[src/rtl/alu_pkg.sv]
// Shared ALU definitions: shifter function codes and a bit-reverse helper.
package alu_pkg;

    typedef logic [5:0] func_t;

    localparam func_t FN_SLL = 6'b000000;
    localparam func_t FN_SRL = 6'b000010;
    localparam func_t FN_SRA = 6'b000011;

    localparam int unsigned MAX_WIDTH = 64;
    localparam int unsigned IDX_W     = $clog2(MAX_WIDTH);

    // Reverses the low 'width' bits of x; bits above 'width' come back as zero.
    function automatic logic [MAX_WIDTH-1:0] bit_reverse(input logic [MAX_WIDTH-1:0] x,
                                                         input int unsigned width);
        logic [MAX_WIDTH-1:0] r;
        r = '0;
        for (int unsigned i = 0; i < MAX_WIDTH; i++) begin
            if (i < width) begin
                r[IDX_W'(i)] = x[IDX_W'(width - 1 - i)];
            end
        end
        return r;
    endfunction

endpackage

[src/rtl/shifter_pipe_stage.sv]
// One barrel-shifter rank: conditional left shift by 2**K with fill bit,
// followed by a holdable register carrying the whole transaction.
module shifter_stage
    import alu_pkg::*;
#(
    parameter  int unsigned WIDTH   = 32,
    parameter  int unsigned K       = 0,
    localparam int unsigned SHAMT_W = $clog2(WIDTH)
) (
    input  logic               clk,
    input  logic               reset,
    input  logic               en,
    input  logic               in_valid,
    input  logic [WIDTH-1:0]   in_data,
    input  logic               in_fill,
    input  func_t              in_op,
    input  logic [SHAMT_W-1:0] in_shamt,
    output logic               out_valid,
    output logic [WIDTH-1:0]   out_data,
    output logic               out_fill,
    output func_t              out_op,
    output logic [SHAMT_W-1:0] out_shamt
);

    localparam int unsigned      AMT       = 1 << K;
    localparam logic [WIDTH-1:0] FILL_MASK = ~({WIDTH{1'b1}} << AMT);

    logic [WIDTH-1:0]   shifted;
    logic               valid_d, valid_q;
    logic [WIDTH-1:0]   data_d, data_q;
    logic               fill_d, fill_q;
    func_t              op_d, op_q;
    logic [SHAMT_W-1:0] shamt_d, shamt_q;

    always_comb begin
        shifted = in_data;
        if (in_shamt[K]) begin
            shifted = (in_data << AMT) | (in_fill ? FILL_MASK : '0);
        end
    end

    always_comb begin
        valid_d = valid_q;
        data_d  = data_q;
        fill_d  = fill_q;
        op_d    = op_q;
        shamt_d = shamt_q;
        if (en) begin
            valid_d = in_valid;
            data_d  = shifted;
            fill_d  = in_fill;
            op_d    = in_op;
            shamt_d = in_shamt;
        end
    end

    always_ff @(posedge clk) begin
        if (reset) begin
            valid_q <= 1'b0;
            data_q  <= '0;
            fill_q  <= 1'b0;
            op_q    <= '0;
            shamt_q <= '0;
        end else begin
            valid_q <= valid_d;
            data_q  <= data_d;
            fill_q  <= fill_d;
            op_q    <= op_d;
            shamt_q <= shamt_d;
        end
    end

    assign out_valid = valid_q;
    assign out_data  = data_q;
    assign out_fill  = fill_q;
    assign out_op    = op_q;
    assign out_shamt = shamt_q;

endmodule

[src/rtl/shifter_pipe.sv]
// Pipelined SLL/SRL/SRA barrel shifter with valid/ready on both sides.
// Right shifts run through the left-shift ranks on a bit-reversed operand.
module shifter_pipe
    import alu_pkg::*;
#(
    parameter  int unsigned WIDTH   = 32,
    localparam int unsigned SHAMT_W = $clog2(WIDTH),
    localparam int unsigned LATENCY = SHAMT_W
) (
    input  logic             clk,
    input  logic             reset,
    input  logic             in_valid,
    output logic             in_ready,
    input  logic [WIDTH-1:0] dataA,
    input  logic [WIDTH-1:0] dataB,
    input  logic [5:0]       Signal,
    output logic             out_valid,
    input  logic             out_ready,
    output logic [WIDTH-1:0] dataOut,
    output logic             busy
);

    logic adv;

    // Index 0 is the entry register; index k+1 is the output of shift rank k.
    logic [LATENCY:0]                valid_s;
    logic [LATENCY:0][WIDTH-1:0]     data_s;
    logic [LATENCY:0]                fill_s;
    func_t [LATENCY:0]               op_s;
    logic [LATENCY:0][SHAMT_W-1:0]   shamt_s;

    logic               entry_valid_d, entry_valid_q;
    logic [WIDTH-1:0]   entry_data_d, entry_data_q;
    logic               entry_fill_d, entry_fill_q;
    func_t              entry_op_d, entry_op_q;
    logic [SHAMT_W-1:0] entry_shamt_d, entry_shamt_q;

    logic unused_bits;

    assign out_valid = valid_s[LATENCY];
    assign adv       = !out_valid || out_ready;
    assign in_ready  = adv && !reset;
    assign busy      = |valid_s;

    always_comb begin
        entry_valid_d = entry_valid_q;
        entry_data_d  = entry_data_q;
        entry_fill_d  = entry_fill_q;
        entry_op_d    = entry_op_q;
        entry_shamt_d = entry_shamt_q;
        if (adv) begin
            entry_valid_d = in_valid;
            entry_data_d  = dataA;
            if (Signal == FN_SRL || Signal == FN_SRA) begin
                entry_data_d = WIDTH'(bit_reverse(MAX_WIDTH'(dataA), WIDTH));
            end
            entry_fill_d  = (Signal == FN_SRA) && dataA[WIDTH-1];
            entry_op_d    = Signal;
            entry_shamt_d = dataB[SHAMT_W-1:0];
        end
    end

    always_ff @(posedge clk) begin
        if (reset) begin
            entry_valid_q <= 1'b0;
            entry_data_q  <= '0;
            entry_fill_q  <= 1'b0;
            entry_op_q    <= '0;
            entry_shamt_q <= '0;
        end else begin
            entry_valid_q <= entry_valid_d;
            entry_data_q  <= entry_data_d;
            entry_fill_q  <= entry_fill_d;
            entry_op_q    <= entry_op_d;
            entry_shamt_q <= entry_shamt_d;
        end
    end

    assign valid_s[0] = entry_valid_q;
    assign data_s[0]  = entry_data_q;
    assign fill_s[0]  = entry_fill_q;
    assign op_s[0]    = entry_op_q;
    assign shamt_s[0] = entry_shamt_q;

    for (genvar k = 0; k < LATENCY; k++) begin : g_stage
        shifter_stage #(
            .WIDTH (WIDTH),
            .K     (k)
        ) u_stage (
            .clk       (clk),
            .reset     (reset),
            .en        (adv),
            .in_valid  (valid_s[k]),
            .in_data   (data_s[k]),
            .in_fill   (fill_s[k]),
            .in_op     (op_s[k]),
            .in_shamt  (shamt_s[k]),
            .out_valid (valid_s[k+1]),
            .out_data  (data_s[k+1]),
            .out_fill  (fill_s[k+1]),
            .out_op    (op_s[k+1]),
            .out_shamt (shamt_s[k+1])
        );
    end

    always_comb begin
        dataOut = '0;
        case (op_s[LATENCY])
            FN_SLL:         dataOut = data_s[LATENCY];
            FN_SRL, FN_SRA: dataOut = WIDTH'(bit_reverse(MAX_WIDTH'(data_s[LATENCY]), WIDTH));
            default:        dataOut = '0;
        endcase
    end

    assign unused_bits = ^{dataB[WIDTH-1:SHAMT_W], shamt_s[LATENCY], fill_s[LATENCY]};

endmodule
[config.mk]
export PLATFORM = sky130hd
export DESIGN_NAME = shifter_pipe
export DESIGN_NICKNAME = d
export VERILOG_FILES = /design/src/rtl/alu_pkg.sv /design/src/rtl/shifter_pipe_stage.sv /design/src/rtl/shifter_pipe.sv
export SDC_FILE = /design/constraint.sdc
export NUM_CORES = 1
export LEC_CHECK = 0
export BUFFER_PORTS_ARGS = -buffer_cell sky130_fd_sc_hd__buf_2
export CORE_MARGIN = 5
export CORE_UTILIZATION = 35
export CTS_BUF_LIST = sky130_fd_sc_hd__clkbuf_8
export CTS_CLUSTER_DIAMETER = 60
export DETAILED_ROUTE_END_ITERATION = 16
export PLACE_DENSITY = 0.56
export REMOVE_ABC_BUFFERS = 1
export SLEW_MARGIN = 20
export SYNTH_ARGS = -nofsm -noshare
export SYNTH_HDL_FRONTEND = slang
export SYNTH_SLANG_ARGS = --single-unit
[constraint.sdc]
create_clock -name clk -period 3.8 [get_ports clk]
set_input_delay 0.19 -clock clk [delete_from_list [all_inputs] [get_ports clk]]
set_output_delay 0.19 -clock clk [all_outputs]
set_load 0.005 [all_outputs]
## Yosys cells after proc, flatten, opt, wreduce, memory -nomap -nowiden

Cells that the tools add are included.

| word-level totals | value |
|---|---|
| bits in registers | 264 |
| input port bits | 74 |
| output and inout port bits | 35 |

| operators by class | value |
|---|---|
| reductions and logical operators | 9 |
| bitwise operators | 5 |
| muxes and demuxes | 12 |
| equality and inequality tests | 4 |

Operators with widths:

| kind | number |
|---|---|
| $mux W32 | 6 |
| $or A32 B32 Y32 | 5 |
| $pmux W32 S2 | 1 |
| $eq A6 B2 Y1 const B | 4 |
| $mux W16 | 1 |
| $mux W8 | 1 |
| $logic_not A6 Y1 | 1 |
| $reduce_or A6 Y1 | 1 |
| $mux W4 | 1 |
| $logic_and A1 B1 Y1 | 2 |
| $logic_not A1 Y1 | 2 |
| $logic_or A1 B1 Y1 | 2 |
| $mux W2 | 1 |
| $reduce_or A2 Y1 | 1 |
| $mux W1 | 1 |

## Longest topological paths before layout

| logic depth | value |
|---|---|
| depth after elaboration | 3 |
| mapped depth | 6 |
| mapped depth without buffers | 3 |

## By module

From an unflattened synthesis, not the netlist that was laid out.

| second synthesis, totals | value |
|---|---|
| cells, all modules | 1,222 |
| area, all modules | 12,170.4 µm² |

Modules (own cells, without submodules):

| module | times used | area an instance (µm²) | cells an instance |
|---|---|---|---|
| shifter_stage at g_stage[0].u_stage ... | 2 | 1,905.6 | 185 |
| shifter_pipe | 1 | 2,534.9 | 293 |
| shifter_stage at g_stage[3].u_stage | 1 | 1,956.9 | 186 |
| shifter_stage at g_stage[4].u_stage | 1 | 1,938.1 | 187 |
| shifter_stage at g_stage[2].u_stage | 1 | 1,929.4 | 186 |

## Least setup slack after synthesis

OpenSTA, ideal clock, no wires.

| timing | value |
|---|---|
| path kind | register -> output |
| start point | reg g_stage[4].u_stage.op_q[5] |
| end point | out dataOut[10] |
| path slack | 2.080 ns |
| data arrival time | 1.530 ns |
| stages on the path, launching flop included | 5 |
| cells stage by stage | dfxtp_1 -> or4_1 -> nor3_2 -> clkbuf_1 -> a22o_1 |

| on the way | value |
|---|---|
| word-level cells in the longest chain between the ends | 3 |
| elaborated cells between the ends (all ways) | 5 |

Ends and longest elaborated chain:

| element | line | source |
|---|---|---|
| start, declared | shifter_pipe_stage.sv:32 | `func_t op_d, op_q;` |
| start signal, assigned | shifter_pipe_stage.sv:68 | `op_q <= op_d;` |
| $eq A6 B2 Y1 | shifter_pipe.sv:108 | `case (op_s[LATENCY])` |
| $reduce_or A2 Y1 | shifter_pipe.sv:108 |  |
| $pmux W32 S2 * | shifter_pipe.sv:108 |  |
| end, declared | shifter_pipe.sv:19 | `output logic [WIDTH-1:0] dataOut,` |

Mark *: on every way between the ends. The rest lies on a longest branch, timed or not.

## Worst setup path after layout

| timing | value |
|---|---|
| start point | in Signal[5] |
| end point | reg entry_data_q[22] |

| on the way | value |
|---|---|
| word-level cells in the longest chain between the ends | 3 |
| elaborated cells between the ends (all ways) | 4 |

Ends and longest elaborated chain:

| element | line | source |
|---|---|---|
| start, declared | shifter_pipe.sv:16 | `input logic [5:0] Signal,` |
| $eq A6 B2 Y1 | shifter_pipe.sv:54 | `if (Signal == FN_SRL \|\| Signal == FN_SRA) begin` |
| $logic_or A1 B1 Y1 * | shifter_pipe.sv:54 |  |
| $mux W32 * | shifter_pipe.sv:54 |  |
| end signal, assigned | shifter_pipe.sv:72 | `entry_data_q <= entry_data_d;` |
| end, declared | shifter_pipe.sv:33 | `logic [WIDTH-1:0] entry_data_d, entry_data_q;` |

Marked as above.
A chain may end at the register's enable or synchronous reset.

==> impl_results.md <==
- Max-cap violations: 0
- Slew margin rel.: between 30% and 40%
- Status: completed
- LEAKAGE: 0.00496 uW
- Hold Fails Final Rpt: 0
- Clock Sinks: 254
- Number of library cell types mapped by synthesis: 21
- Type of origin of the critical path: primary input
- # diodes: 0
- Iteration count of the initial detailed-routing pass: 4
- Crit. Startpoint: Signal[5]
- Antenna violations before repair: 0
- WP data arrival: a little over 3 ns
- Post-CTS Setup Inserts: 0
- Mux share of post-synthesis cell area: between 10 and 15%
- Die width: roughly 190 microns
- Share of cells above drive strength 1: roughly 15%
- Final wirelength: between 20000 and 25000 microns
- Area growth from synthesis to layout: 18.7%
- Reg2reg setup slack: about 1.4 ns
- Reg2reg path depth: 5
- DP HPWL: 15200 microns
- Synthesized cell area: 11000 sq um
- Seq/Total Area, Yosys: a little under half
- Hold-fix buffers at CTS: 57
- Clock Latency Late Sink: 0.54 ns
- Pwr dens: 424 nW/um^2
- CTS tree: built
- Highest clock rate: a little under 400 MHz
- Final min period: 2.59 ns
- Vias in the first global route: 8206
- Ports: 109
- Synth top area share: roughly 46%
- Routed WL per cell: 14.1 microns
- Synth area leaders: dfxtp_1 46%, mux2i_1 12%, a211oi_1 11%, nor2_1 6.7%, nand2_1 4.2%
- Starting density of the core: 35.1%
- Final nets: 1372
- Final Slew Violations: 0
- Vert. Die Dim: 187 microns
- Port Buffers: 81
- Worst-path cell chain: dlygate4sd3_1 > buf_2 > or4b_1 > buf_4 > or2_1 > buf_4 > a211oi_2 > dlygate4sd3_1
- Core area: approximately 31000 sq um
- Ys Warns: 0
- CP max-delay cell: dlygate4sd3_1
- Yosys top cell by area: dfxtp_1
- Slowest stage delay, CP: roughly 0.57 ns
- Post-route clock period utilization: 68.2%
- RePlAce Congestion: 0.722
- Worst-case clock buffer depth: 3
- CTS Buf Count: between 40 and 50
- Worst Setup EP: entry_data_q[22]$_SDFFE_PP0N_
- Adder and majority gate portion of the synthesized area: 0%
- CP max FO: 34
- Total negative slack: 0 ns
- Critical Path RT: 4.28 ns
- RSZ-0062 raised after global routing: false
- CTS H-tree depth: 2
- Routed Antenna Nets: 0
- Reg2Reg Launch Point: g_stage[4].u_stage.out_valid$_SDFFE_PP0N_
- First-pass GRT wire length: 41500 microns
- Worst Tran Pin Value: 1.02 ns
- Largest net degree at the start of global routing: 93
- Synthesized flop and latch total: roughly 250
- Cells after synthesis: 1218
- Main combinational cell family by area after synthesis: compound AO/OA/AOI/OAI gates
- Clk slew on worst S/H paths: 0.06 ns
- Crit path capture type: register
- Row Count: 65
- Vias: 8596
- XOR/XNOR Fraction of Synth Area: 0%
- Simple-Gate Fraction of Synth Area: 14.7%
- Syn_area_per_cell: 9.03 sq um
- Maximum VDD drop: between 0.2 and 0.25 mV
- Layout Skew: 0.0145 ns
- Remaining DRCs: 0
- CTS root buffer: clkbuf_8
- Routed vias/inst: 4.99
- Total gr overflow: 0
- R2R Path End: entry_data_q[22]$_SDFFE_PP0N_
- CP Class: in -> reg
- Compound-Gate Fraction of Synth Area: ~22%
- Hold_sp: out_ready
- Gr usage total: 13.5%
- Post-CTS Resized: 0
- Worst Hold Class: in -> reg
- Initial drt markers: between 400 and 500
- Fin util: 41.7%
- # setup viols final: 0
- Die area: roughly 35000 sq um
==> logic make-up (layout without fill, tap and decap cells) <==
kind of cell | after synthesis | after routing
multiplexers | 136 | 136
buffers and inverters | 125 | 227
flip-flops | 254 | 254
AO/OA/AOI/OAI | 319 | 319
AND/OR/NAND/NOR | 384 | 384
==> layout by cell type, fill, tap and decap left out, drive strengths merged, types with 2 or more instances in the layout <==
cell	synthesis	final
dfxtp	254	254
nor2	197	197
a211oi	192	192
mux2i	136	136
nand2	123	123
buf	20	100
a21oi	63	63
dlygate4sd3	0	57
clkbuf	104	53
nor4	33	33
a22o	32	32
o21bai	32	32
nand2b	25	25
inv	1	15
or4	2	2
==> flip-flops by register name, indices dropped and copies added (netlist names) <==
signal                     cells
entry_fill_q                   1
g_stage.u_stage.out_data     160
g_stage.u_stage.out_shamt     10
entry_data_q                  32
entry_valid_q                  1
g_stage.u_stage.out_fill       4
entry_op_q                     6
g_stage.u_stage.out_valid      5
g_stage.u_stage.out_op        30
entry_shamt_q                  5
==> worst min-delay path by stage <==
stage          slack (ns)  depth (start not counted)                                        end
6_report             0.11                          4  g_stage[0].u_stage.out_valid$_SDFFE_PP0N_
5_1_grt               0.1                          4  g_stage[0].u_stage.out_op[2]$_SDFFE_PP0N_
4_1_cts              0.08                          4  g_stage[1].u_stage.out_op[5]$_SDFFE_PP0N_
3_5_place_dp         0.44                          3                 entry_valid_q$_SDFFE_PP0N_
3_3_place_gp         0.44                          2  g_stage[4].u_stage.out_op[5]$_SDFFE_PP0N_
2_1_floorplan        0.26                          1                  entry_fill_q$_SDFFE_PP0N_
==> power breakdown <==
group	internal, uW	switching, uW
clock network	1310	1030
registers	2760	87.2
logic	184	164
==> cell type report <==
| type | count | area (sq um) |
|---|---|---|
| clock buffer | 53 | 729 |
| clock inverter | 16 | 92.6 |
| fill | 3167 | 18300 |
| inverter | 1 | 3.75 |
| multi-input combinational | 839 | 5420 |
| sequential | 254 | 5090 |
| tap | 402 | 503 |
| timing repair buffer | 157 | 1210 |
==> per-layer routing <==
| metal | global-route usage (%) | share of wire (%) | up-vias |
|---|---|---|---|
| li1 | - | - | 4539 |
| met1 | 19.4 | 51 | 3890 |
| met2 | 21.0 | 44 | 126 |
| met3 | 2.46 | 3.9 | 41 |
| met4 | 3.81 | 1.9 | 0 |
| met5 | 0 | 0 | - |
==> worst max-delay path: cells and delay by family <==
family / cells / cell delay (ns)
compound gates: 1 / 0.24
simple gates: 2 / 0.82
buf+inv: 5 / 1.79
==> cells in the mapped netlist, drive strengths merged <==
| cell type | count |
|---|---|
| nor4 | 33 |
| or4b | 1 |
| nor3 | 1 |
| a211oi | 192 |
| inv | 1 |
| or4 | 2 |
| dfxtp | 254 |
| nor2b | 1 |
| nand2b | 25 |
| clkbuf | 104 |
| mux2i | 136 |
| or2 | 1 |
| buf | 20 |
| o21bai | 32 |
| nor2 | 197 |
| a22o | 32 |
| nand2 | 123 |
| a21oi | 63 |
==> stage by stage <==
stage	setup slack, ns	hold slack [ns]	total power [uW]	cells	cell area, sq um
after detailed placement	1.78	0.441	3210	1596	11700
after CTS	1.27	0.0815	5640	1722	13100
after floorplan	-3.86	0.259	3070	1094	10500
after global placement	1.81	0.436	3200	1596	11700
final	1.21	0.109	5540	1722	13100
after global routing	1.14	0.0971	5820	1722	13100
(Power assumes the default switching activity.)
